$ cat src/rtl/bin_to_bcd_pkg.sv
// Shared types and constants for the iterative binary-to-BCD converter.
package bin_to_bcd_pkg;

  typedef enum logic [1:0] {
    S_IDLE  = 2'd0,
    S_SHIFT = 2'd1,
    S_DONE  = 2'd2
  } state_e;

  localparam logic [3:0] BCD_NINE = 4'h9;

  // Width of a down-counter that must hold the value bin_w.
  function automatic int unsigned cnt_width(input int unsigned bin_w);
    return $clog2(bin_w + 1);
  endfunction

endpackage

$ cat src/rtl/bcd_digit_adj.sv
// Double-dabble digit correction: add 3 to a BCD digit that is 5 or more.
module bcd_digit_adj (
  input  logic [3:0] digit_i,
  output logic [3:0] digit_o
);

  // Pre-shift correction so the following doubling carries into the next digit.
  always_comb begin
    digit_o = digit_i;
    if (digit_i >= 4'd5) begin
      digit_o = digit_i + 4'd3;
    end
  end

endmodule

$ cat src/rtl/bin_to_bcd_seq.sv
// One-bit-per-clock double-dabble converter with start/busy/done handshake,
// saturating to all nines and flagging when the value does not fit DIGITS.
module bin_to_bcd_seq
  import bin_to_bcd_pkg::*;
#(
  parameter int unsigned BIN_W  = 27,
  parameter int unsigned DIGITS = 8
) (
  input  logic                  clk,
  input  logic                  rst_n,
  input  logic                  start,
  input  logic [BIN_W-1:0]      bin_in,
  output logic                  busy,
  output logic                  done,
  output logic [4*DIGITS-1:0]   bcd_out,
  output logic                  overflow
);

  localparam int unsigned CW = cnt_width(BIN_W);
  localparam int unsigned BW = 4 * DIGITS;

  state_e             state_q, state_d;
  logic [BIN_W-1:0]   shift_q, shift_d;
  logic [BW-1:0]      bcd_q, bcd_d;
  logic               ovf_q, ovf_d;
  logic [CW-1:0]      cnt_q, cnt_d;

  logic [BW-1:0]      adj_w;
  logic [BW-1:0]      sat_w;
  logic               carry_w;
  logic               fin_w;

  logic               busy_q;
  logic               done_q;
  logic [BW-1:0]      bcd_out_q;
  logic               ovf_out_q;

  // Per-digit correction of the working BCD register and the saturation pattern.
  for (genvar g = 0; g < DIGITS; g++) begin : g_digit
    bcd_digit_adj u_adj (
      .digit_i (bcd_q[4*g +: 4]),
      .digit_o (adj_w[4*g +: 4])
    );
    assign sat_w[4*g +: 4] = BCD_NINE;
  end

  // Next-state logic: accept in IDLE or DONE, one adjust+shift per SHIFT cycle.
  always_comb begin
    state_d = state_q;
    shift_d = shift_q;
    bcd_d   = bcd_q;
    ovf_d   = ovf_q;
    cnt_d   = cnt_q;
    carry_w = 1'b0;
    fin_w   = 1'b0;
    case (state_q)
      S_IDLE, S_DONE: begin
        if (start) begin
          shift_d = bin_in;
          bcd_d   = '0;
          ovf_d   = 1'b0;
          cnt_d   = CW'(BIN_W);
          state_d = S_SHIFT;
        end else if (state_q == S_DONE) begin
          state_d = S_IDLE;
        end
      end
      S_SHIFT: begin
        // The bit leaving the top digit means the value no longer fits.
        {carry_w, bcd_d, shift_d} = {adj_w, shift_q, 1'b0};
        ovf_d = ovf_q | carry_w;
        cnt_d = cnt_q - 1'b1;
        if (cnt_q == CW'(1)) begin
          state_d = S_DONE;
          fin_w   = 1'b1;
        end
      end
      default: state_d = S_IDLE;
    endcase
  end

  // State and working registers.
  always_ff @(posedge clk or negedge rst_n) begin
    if (!rst_n) begin
      state_q <= S_IDLE;
      shift_q <= '0;
      bcd_q   <= '0;
      ovf_q   <= 1'b0;
      cnt_q   <= '0;
    end else begin
      state_q <= state_d;
      shift_q <= shift_d;
      bcd_q   <= bcd_d;
      ovf_q   <= ovf_d;
      cnt_q   <= cnt_d;
    end
  end

  // Registered outputs; the result is loaded only on the edge that enters DONE.
  always_ff @(posedge clk or negedge rst_n) begin
    if (!rst_n) begin
      busy_q    <= 1'b0;
      done_q    <= 1'b0;
      bcd_out_q <= '0;
      ovf_out_q <= 1'b0;
    end else begin
      busy_q <= (state_d == S_SHIFT);
      done_q <= fin_w;
      if (fin_w) begin
        bcd_out_q <= ovf_d ? sat_w : bcd_d;
        ovf_out_q <= ovf_d;
      end
    end
  end

  assign busy     = busy_q;
  assign done     = done_q;
  assign bcd_out  = bcd_out_q;
  assign overflow = ovf_out_q;

endmodule

$ cat config.mk
export PLATFORM = sky130hd
export DESIGN_NAME = bin_to_bcd_seq
export DESIGN_NICKNAME = d
export VERILOG_FILES = /design/src/rtl/bin_to_bcd_pkg.sv /design/src/rtl/bcd_digit_adj.sv /design/src/rtl/bin_to_bcd_seq.sv
export SDC_FILE = /design/constraint.sdc
export NUM_CORES = 1
export LEC_CHECK = 0
export ABC_CLOCK_PERIOD_IN_PS = 2100
export CAP_MARGIN = 20
export CORE_MARGIN = 2
export CORE_UTILIZATION = 55
export DETAILED_ROUTE_END_ITERATION = 10
export PLACE_DENSITY_LB_ADDON = 0.1
export SYNTH_ARGS = -nofsm -noshare
export SYNTH_HDL_FRONTEND = slang
export SYNTH_SLANG_ARGS = --single-unit
$ cat constraint.sdc
create_clock -name clk -period 2.1 [get_ports clk]
set_input_delay 0.42 -clock clk [delete_from_list [all_inputs] [get_ports clk]]
set_output_delay 0.42 -clock clk [all_outputs]
set_load 0.03 [all_outputs]
# Yosys cells after proc, flatten, opt, wreduce, memory -nomap -nowiden
# Index checks and enable logic that the tools add are counted.
[totals]
in_bits = 30
out_inout_bits = 35
regBits = 102
wordCells = 59
[op_classes]
eq_ne = 5
bitwise_logic = 1
n_addsub = 9
mux = 23
reduce_logical = 4
order_cmp = 8
[ops]
columns = ["operator", "count"]
rows = [
  ["$mux 32", 2],
  ["$pmux 32 s2", 1],
  ["$pmux 27 s2", 1],
  ["$add 4x2->4 const B", 8],
  ["$ge 4x3->1 const B", 8],
  ["$mux 4", 8],
  ["$mux 27", 1],
  ["$pmux 5 s2", 1],
  ["$mux 2", 3],
  ["$eq 5x1->1 const B", 1],
  ["$mux 5", 1],
  ["$sub 5x1->5 const B", 1],
  ["$eq 2x1->1 const B", 2],
  ["$pmux 2 s2", 1],
  ["$mux 1", 3],
  ["$eq 2x2->1 const B", 1],
  ["$logic_not 2->1", 1],
  ["$ne 2x2->1 const B", 1],
  ["$pmux 1 s2", 1],
  ["$reduce_and 2->1", 1],
  ["$reduce_bool 2->1", 1],
  ["$reduce_or 2->1", 1],
  ["$or 1x1->1", 1],
]

# Logic depth before layout (Yosys ltp)
# Gate-level depths: netlist (run 1).
[depth]
ltp_word = 5
ltp_mapped = 8
mapped_depth_nobuf = 7

# Cells and area by module
# Synthesis (run 1) repeated with hierarchy kept, for this count alone.
[hier_totals]
hier_cells = 470
hier_area_um2 = 5096.1
[modules_own_cells]
columns = ["mod", "cells_per_inst", "n_inst", "area_each_um2"]
rows = [
  ["bin_to_bcd_seq", 342, 1, 4285.4],
  ["bcd_digit_adj", 16, 8, 101.3],
]

# Worst setup path after synthesis (run 1)
# Ideal clock, no wire load.
[synth_path]
kind = "reg-to-reg"
startpoint = "register bcd_q[28]"
endpoint = "register bcd_out_q[10] (netlist: bcd_out[10])"
stages_incl_launch_ff = 9
period_less_slack_ns = 1.819
setup_ns = 0.120
arrival_ns = 1.700
path_buffers = 2
slack_ns = 0.281
path_cell_list = "dfrtp_1 > inv_1 > ha_1 > nand2b_1 > or3b_1 > and3_1 > buf_6 > buf_8 > a31o_1"
[synth_via]
elab_chain_cells = 5
[synth_lines]
columns = ["item", "line_no", "text"]
rows = [
  ["from (decl)", "bin_to_bcd_seq.sv:24", "logic [BW-1:0] bcd_q, bcd_d;"],
  ["from (signal assigned)", "bin_to_bcd_seq.sv:87", "bcd_q <= '0;"],
  ["from (signal assigned)", "bin_to_bcd_seq.sv:93", "bcd_q <= bcd_d;"],
  ["$add 4x2->4 / $ge 4x3->1 (equally long branches)", "bcd_digit_adj.sv:11, bcd_digit_adj.sv:10", ""],
  ["$mux 4 (*)", "bcd_digit_adj.sv:10", "if (digit_i >= 4'd5) begin"],
  ["$or 1x1->1 (*)", "bin_to_bcd_seq.sv:71", "ovf_d = ovf_q | carry_w;"],
  ["$pmux 1 s2 (*)", "bin_to_bcd_seq.sv:56", "case (state_q)"],
  ["$mux 32 (*)", "bin_to_bcd_seq.sv:110", "bcd_out_q <= ovf_d ? sat_w : bcd_d;"],
  ["to (signal assigned)", "bin_to_bcd_seq.sv:110", ""],
  ["to (decl)", "bin_to_bcd_seq.sv:35", "logic [BW-1:0] bcd_out_q;"],
]
# Every way passes the cells marked *; elsewhere a longest branch is shown, timed or not.
# A chain may end at the register's enable or synchronous reset.

# Worst setup path in the final report (run 1)
[layout_path]
startpoint = "register bcd_q[28]"
endpoint = "register bcd_out_q[1] (netlist: bcd_out[1])"
# Same word-level chain as after synthesis.

==> flow_summary.yaml, run 1 <==
finish:
  final_cell_mix: "dfrtp_1 (102), nand2_1 (74), clkdlybuf4s50_1 (63), a22oi_1 (27), nor2_1 (26)"
  area.growth.synth_to_final_pct: 20.84
  final_util_pct: 68.22
  n_fill_cell: 707
  drive_above_1_share_pct: 10.81
  layout.nets: 589
  final_common_cell: "dfrtp_1"
  diodes: 0
setup_path:
  reg2reg_slack_ns: 0.11
  ff2ff_path_depth: 7
  endpoint_kind: "flip-flop"
  cp-start-kind: "flip-flop"
  rr_startpoint: "bcd_q[28]"
  timing.rr.end: "bcd_out[1]"
  cp_data_arrival_time_ns: 2.24
  critPathMaxFanout: 28
  cp.required_ns: 2.35
  path_class: "flip-flop to flip-flop"
clock_tree:
  cts-root-buf: "clkbuf_8"
  postCtsHoldBufs: 0
  clock_sinks: 102
  clk_pin_slew_ns: 0.10
  insertion_delay_ns: 0.36
  cts_tree: "yes"
  cts_buffer_depth: 2
  numCtsBuffers: 9
  htree_levels: 3
die:
  rows: 34
  die_y_um: 98.39
  initial_core_util_pct: 56.46
  dieArea_sq_mm: 0.009680
  coreArea_sq_mm: 0.008678
  ios: 65
  fp.dieW_um: 98.39
grt:
  grt_pass1_wl_mm: 18.49
  grt_max_degree: 49
  first_global_vias: 3829
  grt_use_total_pct: 23.68
  gr-total-overflow: 0
  antenna_found_initial: 0
timing:
  setup_ws_ns: 0.1051
  setup_viol: 0
  hold_viol_final: 0
  drv_slew: 0
  rsz0062_at_grt: "no"
  slew_headroom_pct: 57.91
  fin_skew_ns: 0.01113
  tns_ns: 0
  worstMarginPinSlew_ns: 0.6298
  whs_ns: 0.005806
  fmax_mhz: 501.3
  finalCritPeriodShare_pct: 94.99
  min_period_ns: 1.995
detailed_routing:
  ant_nets: 0
  drc: 0
  drtIter0Drc: 222
  firstDrtPassIters: 4
  routed_wl_mm: 10.61
  viasPerCell: 5.708
  wire_per_inst_um: 16.22
  num_vias: 3733
synthesis:
  synthTopCellsByArea: "dfrtp_1 (52%), nand2_1 (5.7%), ha_1 (4.6%)"
  yosys_warnings: 0
  synth_nets: 524
  ys_ff_latch: 102
  synth_top_cell_area_share_pct: 52.09
  async_reset_ff_share_pct: 100.0
  synth.distinct_cells: 41
  postSynthAreaPerCell_sq_um: 10.29
  synthFlopType: "dfrtp_1"
  yosysTopAreaCell: "dfrtp_1"
  seq_area_frac_synth_pct: 52.09
  syn_inst: 476
  synth_edf_count: 0
  netlist_area_sq_mm: 0.004900
worst_hold_path:
  hold_class: "input pin to asynchronous set/reset pin"
pwr:
  ir_drop_v: 0.0005565
  cellPowerDensity_mw_per_mm2: 1482
  total_power_mw: 8.776
  p_leak_nw: 2.662
placed_design:
  place.gp.congestion: 0.8373
  numPortBuffers: 64
  dp_hpwl_mm: 7.105
  dp_slack_ns: -0.2813
outcome:
  status: "completed"
run:
  max-cap-violations: 0
[critical path, cell delays in order, from the launching register on]
cell and delay (ns):
dfrtp_1 0.45, inv_1 0.07, ha_1 0.22, nand2b_1 0.09
or3b_1 0.37, and3_1 0.22, buf_12 0.17, a31o_2 0.25
[layout make-up]
cell class / count / area, sq um / area share, %
clock buffers: 12 / 165.2 / 2.790
clock inverters: 4 / 28.78 / 0.4861
inverters: 21 / 78.83 / 1.331
multi-input cells: 325 / 2126 / 35.90
flip-flops and latches: 102 / 2552 / 43.11
well taps: 108 / 135.1 / 2.282
repair buffers: 82 / 834.6 / 14.10
[per-stage QoR]
step | instances | instance area [sq um]
after floorplan | 476 | 4900
after global placement | 637 | 5695
after detailed placement | 637 | 5695
after CTS | 653 | 5893
after global routing | 654 | 5921
final | 654 | 5921
[sequential cells by signal, indices dropped and copies added, names as in the netlist]
name      count
bcd_q        32
state_q       2
shift_q      27
done          1
cnt_q         5
ovf_q         1
bcd_out      32
busy          1
overflow      1
[power breakdown]
part / total [mW] / internal [mW] / switching, mW
registers: 3.37 / 2.75 / 0.623
logic: 4.20 / 1.91 / 2.28
clock network: 1.21 / 0.531 / 0.675
total: 8.78 / 5.19 / 3.58
[worst max-delay path by stage]
stage | startpoint | endpoint | slack, ns | cells past startpoint
after CTS | start | shift_q[4] | 0.08 | 6
final | bcd_q[28] | bcd_out[1] | 0.11 | 7
after floorplan | bcd_q[28] | bcd_out[10] | 0.28 | 8
after detailed placement | start | shift_q[4] | -0.28 | 6
after global routing | bcd_q[28] | bcd_out[1] | 0.02 | 7
after global placement | start | shift_q[3] | -0.24 | 6
[repair_timing]
item / CTS / global route
gates resized for setup: 1 / 0
endpoints found under the setup margin: 3 / 0
buffers inserted: 0 / 0
[cells by family after synthesis]
family,count (synthesis),share of synthesized area (%)
and+or+nand+nor,160,16.32
AOI/OAI and AO/OA,129,18.64
DFF,102,52.09
buffers and inverters,49,4.877
adders and majority gates,18,4.597
xor gates and xnor gates,9,1.609
muxes,9,1.864
[synth_stat cells (10+ instances only)]
master / number
clkbuf_1: 11
nand2_1: 74
a31o_1: 13
a22o_1: 17
ha_1: 18
buf_2: 11
and2_1: 16
nand2b_1: 10
nor2_1: 27
a21oi_1: 24
dfrtp_1: 102
o21ai_0: 18
a22oi_1: 27
inv_1: 21
[routing by layer]
layer	GRT usage (%)	share of wire [%]
met1	32.18	47
met2	39.40	48
met3	5.225	4.6
met4	5.269	0.85
met5	0	0
(Power assumes the default switching activity.)
==> inputs of run 2 (changes only) <==
- CORE_MARGIN: 2 -> not set
==> run 2 against run 1 <==
Effect of this change:
- routed wire length is 2.6% lower
- sequential power hardly changed
- combinational power about the same
- hold slack improved by 0.48 ns
- first-iteration DRC count down 38%
- clock power increased by 13%
- worst setup slack gained 0.059 ns
- critical endpoint is now bcd_out[5]
==> flow_summary.yaml, run 2 (synthesized netlist as in run 1, its figures left out) <==
setup_path:
  path_class: "flip-flop to flip-flop"
  critPathMaxFanout: 22
  ff2ff_path_depth: 7
  rr_startpoint: "bcd_q[28]"
  cp.required_ns: 2.35
  cp_data_arrival_time_ns: 2.19
  reg2reg_slack_ns: 0.16
  timing.rr.end: "bcd_out[5]"
  endpoint_kind: "flip-flop"
  cp-start-kind: "flip-flop"
detailed_routing:
  drtIter0Drc: 138
  viasPerCell: 5.757
  drc: 0
  wire_per_inst_um: 15.77
  routed_wl_mm: 10.33
  firstDrtPassIters: 4
  ant_nets: 0
  num_vias: 3771
clock_tree:
  htree_levels: 3
  clock_sinks: 102
  cts-root-buf: "clkbuf_8"
  cts_buffer_depth: 2
  cts_tree: "yes"
  postCtsHoldBufs: 1
  insertion_delay_ns: 0.36
  cts_resized: 0
  numCtsBuffers: 9
  postCtsSetupRepairBufs: 0
  clk_pin_slew_ns: 0.10
finish:
  diodes: 0
  final_cell_mix: "dfrtp_1 (102), nand2_1 (74), clkdlybuf4s50_1 (63), a22oi_1 (27), nor2_1 (26)"
  drive_above_1_share_pct: 10.79
  area.growth.synth_to_final_pct: 21.53
  layout.nets: 590
  final_util_pct: 68.61
  post-route-cell-area_sq_mm: 0.005954
  stdcell_count: 655
  final_common_cell: "dfrtp_1"
timing:
  rsz0062_at_grt: "no"
  worstMarginPinSlew_ns: 0.6378
  whs_ns: 0.4825
  hold_viol_final: 0
  drv_slew: 0
  setup_ws_ns: 0.1642
  tns_ns: 0
  slew_headroom_pct: 57.38
  fmax_mhz: 516.6
  fin_skew_ns: 0.009973
  min_period_ns: 1.936
  setup_viol: 0
  finalCritPeriodShare_pct: 92.18
placed_design:
  dp_slack_ns: 0.05865
  dp_hpwl_mm: 7.180
  place.detailed.instances: 638
  dpl_cell_area_sq_mm: 0.005723
  numPortBuffers: 64
  place.gp.congestion: 0.7792
worst_hold_path:
  min_path_cells: 2
  hold_path.startpoint: "shift_q[26]"
  hold_class: "flip-flop to flip-flop"
  min_to: "shift_q[26]"
outcome:
  status: "completed"
grt:
  grt_use_total_pct: 24.85
  gr-usage-met2_pct: 41.08
  busiest_layer: "met2"
  grt_max_degree: 38
  grt_pass1_wl_mm: 17.51
  grt_use_met3_pct: 4.851
  gr-total-overflow: 0
  antenna_found_initial: 0
  met1_usage_pct: 32.56
  first_global_vias: 3691
pwr:
  switching_share_pct: 40.27
  pwr-share-seq_pct: 37.6
  total_power_mw: 8.909
  combinationalPowerShare_pct: 47.0
  p_sw_mw: 3.588
  cellPowerDensity_mw_per_mm2: 1496
  p_int_mw: 5.321
  p_leak_nw: 2.674
  ir_drop_v: 0.0006415
  power_frac_clock_pct: 15.4
run:
  max-cap-violations: 0
die:
  dieArea_sq_mm: 0.009290
  fp.dieW_um: 96.39
  rows: 34
  die_y_um: 96.39
  initial_core_util_pct: 56.46
  ios: 65
  coreArea_sq_mm: 0.008678
run 2: worst max path at each step:
stage                    start  slack, ns          end
detailed placement       start       0.06     bcd_q[8]
global route        state_q[0]       0.05  bcd_out[15]
CTS                  bcd_q[28]       0.16   bcd_out[9]
global placement         start      -0.20    bcd_q[30]
finish               bcd_q[28]       0.16   bcd_out[5]
floorplan            bcd_q[28]       0.28  bcd_out[10]
run 2: final cells by class:
class,count,area (sq um)
fill,680,2724
sequential,102,2552
multi-input combinational,325,2126
timing repair buffer,83,840.8
tap,108,135.1
clock buffer,9,123.9
clock inverter,7,97.59
inverter,21,78.83
run 2: worst max-delay path, stage by stage, from the launching register on:
cell and delay [ns]:
dfrtp_1 0.43, inv_1 0.07, ha_1 0.22, nand2b_1 0.09
or3b_1 0.37, and3_1 0.22, buf_12 0.17, a31o_2 0.25
run 2: power by group through the flow:
stage	registers (mW)	clock network [mW]	logic, mW
6_report	3.35	1.37	4.19
3_3_place_gp	3.35	0	4.01
4_1_cts	3.35	1.39	4.23
5_1_grt	3.47	1.47	4.69
3_5_place_dp	3.38	0	4.21
2_1_floorplan	3.59	0	2.76
run 2: per-layer routing:
layer / up-vias / routed length (um)
met2: 72 / 4925
li1: 1798 / -
met3: 12 / 421
met1: 1889 / 4845
met4: 0 / 137
met5: - / 0
==> inputs of run 3 (changes only) <==
- CORE_ASPECT_RATIO: not set -> 1.5
- MAX_ROUTING_LAYER: not set -> met4
==> run 3 against run 2 <==
Effect of this change:
- clock skew down 0.0049 ns
- global-route usage is 0.77 points higher
- register-to-register slack about the same
- combinational power rose by 1%
- clock power rose by 20%
- clock-buffer cell count grew 2
- worst setup slack worse by 0.0023 ns
- final area up 1.0%
- first-iteration DRC count rose by 110%
- via count increased by 0.61%
- routed wire length increased by 2.2%
- critical path depth is the same
- critical path type unchanged
==> flow_summary.yaml, run 3 (synthesized netlist as in run 1, its figures left out) <==
grt:
  grt_max_degree: 42
  first_global_vias: 3877
  gr-total-overflow: 0
  grt_pass1_wl_mm: 18.02
  grt_use_total_pct: 25.63
  antenna_found_initial: 0
finish:
  n_fill_cell: 673
  drive_above_1_share_pct: 10.44
  layout.nets: 590
  area.growth.synth_to_final_pct: 22.75
  post-route-cell-area_sq_mm: 0.006015
  final_common_cell: "dfrtp_1"
  final_cell_mix: "dfrtp_1 (102), nand2_1 (74), clkdlybuf4s50_1 (63), a22oi_1 (27), nor2_1 (26)"
  diodes: 0
setup_path:
  cp.required_ns: 2.33
  cp-start-kind: "flip-flop"
  reg2reg_slack_ns: 0.16
  path_class: "flip-flop to flip-flop"
  rr_startpoint: "bcd_q[28]"
  crit_start: "bcd_q[28]"
  cp_data_arrival_time_ns: 2.17
  endpoint_kind: "flip-flop"
  critPathMaxFanout: 28
  timing.rr.end: "bcd_out[21]"
  ff2ff_path_depth: 7
clock_tree:
  clk_pin_slew_ns: 0.07
  cts_resized: 0
  postCtsHoldBufs: 1
  numCtsBuffers: 9
  cts-root-buf: "clkbuf_16"
  insertion_delay_ns: 0.34
  postCtsSetupRepairBufs: 0
  cts_tree: "yes"
  htree_levels: 3
  clock_sinks: 102
  cts_buffer_depth: 2
detailed_routing:
  num_vias: 3794
  routed_wl_mm: 10.56
  drtIter0Drc: 287
  ant_nets: 0
  firstDrtPassIters: 4
  viasPerCell: 5.810
  wire_per_inst_um: 16.17
  drc: 0
worst_hold_path:
  min_path_cells: 2
  hold_class: "flip-flop to flip-flop"
  min_to: "shift_q[19]"
  hold_path.startpoint: "shift_q[19]"
timing:
  hold_viol_final: 0
  drv_slew: 0
  finalCritPeriodShare_pct: 92.29
  fin_skew_ns: 0.005056
  worstMarginPinSlew_ns: 0.4206
  fmax_mhz: 516.0
  slew_headroom_pct: 71.90
  rsz0062_at_grt: "no"
  setup_viol: 0
  tns_ns: 0
  min_period_ns: 1.938
placed_design:
  numPortBuffers: 64
  dp_hpwl_mm: 7.129
  place.gp.congestion: 0.8210
  dpl_cell_area_sq_mm: 0.005714
pwr:
  p_leak_nw: 2.709
  ir_drop_v: 0.0008088
  cellPowerDensity_mw_per_mm2: 1538
outcome:
  status: "completed"
run:
  max-cap-violations: 0
die:
  die_y_um: 117.6
  dieArea_sq_mm: 0.009298
  initial_core_util_pct: 57.54
  fp.dieW_um: 79.07
  ios: 65
  rows: 41
  coreArea_sq_mm: 0.008516
[run 3: changes by cell type in the layout (fill, tap and decap cells not counted), sizes merged]
cell,before,now
clkbuf,9,11
bufinv,2,1
clkinvlp,2,1
inv,22,21
[run 3: worst max-delay path: stages, from the launching register on]
cell	delay, ns
dfrtp_1	0.44
inv_1	0.06
ha_1	0.22
nand2b_1	0.10
or3b_1	0.37
and3_1	0.22
buf_12	0.17
a31o_1	0.23
[run 3: cell type report]
| class | instances | area, sq um | area share (%) |
|---|---|---|---|
| flip-flops and latches | 102 | 2552 | 42.44 |
| multi-input cells | 325 | 2126 | 35.34 |
| repair buffers | 83 | 833.3 | 13.85 |
| clock buffers | 11 | 242.7 | 4.036 |
| well taps | 107 | 133.9 | 2.226 |
| inverters | 21 | 78.83 | 1.311 |
| clock inverters | 4 | 47.55 | 0.7905 |
[run 3: worst max-delay path by stage]
stage | end | slack, ns | depth (start not counted)
4_1_cts | bcd_out[9] | 0.16 | 7
6_report | bcd_out[21] | 0.16 | 7
3_5_place_dp | bcd_out[24] | 0.17 | 7
2_1_floorplan | bcd_out[10] | 0.28 | 8
5_1_grt | bcd_out[10] | 0.08 | 7
3_3_place_gp | bcd_q[30] | -0.21 | 4
[run 3: where the power goes]
group	total [mW]	switching [mW]	leakage (nW)	internal, mW
Combinational	4.24	2.34	1.33	1.90
Clock	1.64	0.697	0.141	0.946
Sequential	3.37	0.613	1.23	2.75
Total	9.25	3.65	2.71	5.60
[run 3: per-layer routing]
| metal | track usage (%) | part of all wire (%) |
|---|---|---|
| met5 | - | 0 |
| met4 | 10.45 | 2.1 |
| met1 | 31.05 | 41 |
| met3 | 4.806 | 5.6 |
| met2 | 41.65 | 51 |
[run 3: stage by stage]
step	setup WS, ns	total power [mW]	std cells	util [%]	hold WS, ns
5_1_grt	0.08035	9.915	653	70.63	0.5059
4_1_cts	0.1641	9.317	653	70.63	0.4821
2_1_floorplan	0.2806	6.348	476	-	0.1244
6_report	0.1619	9.251	653	70.63	0.4802
3_3_place_gp	-0.2150	7.384	636	66.87	0.3593
3_5_place_dp	0.1664	7.631	637	67.10	0.3650
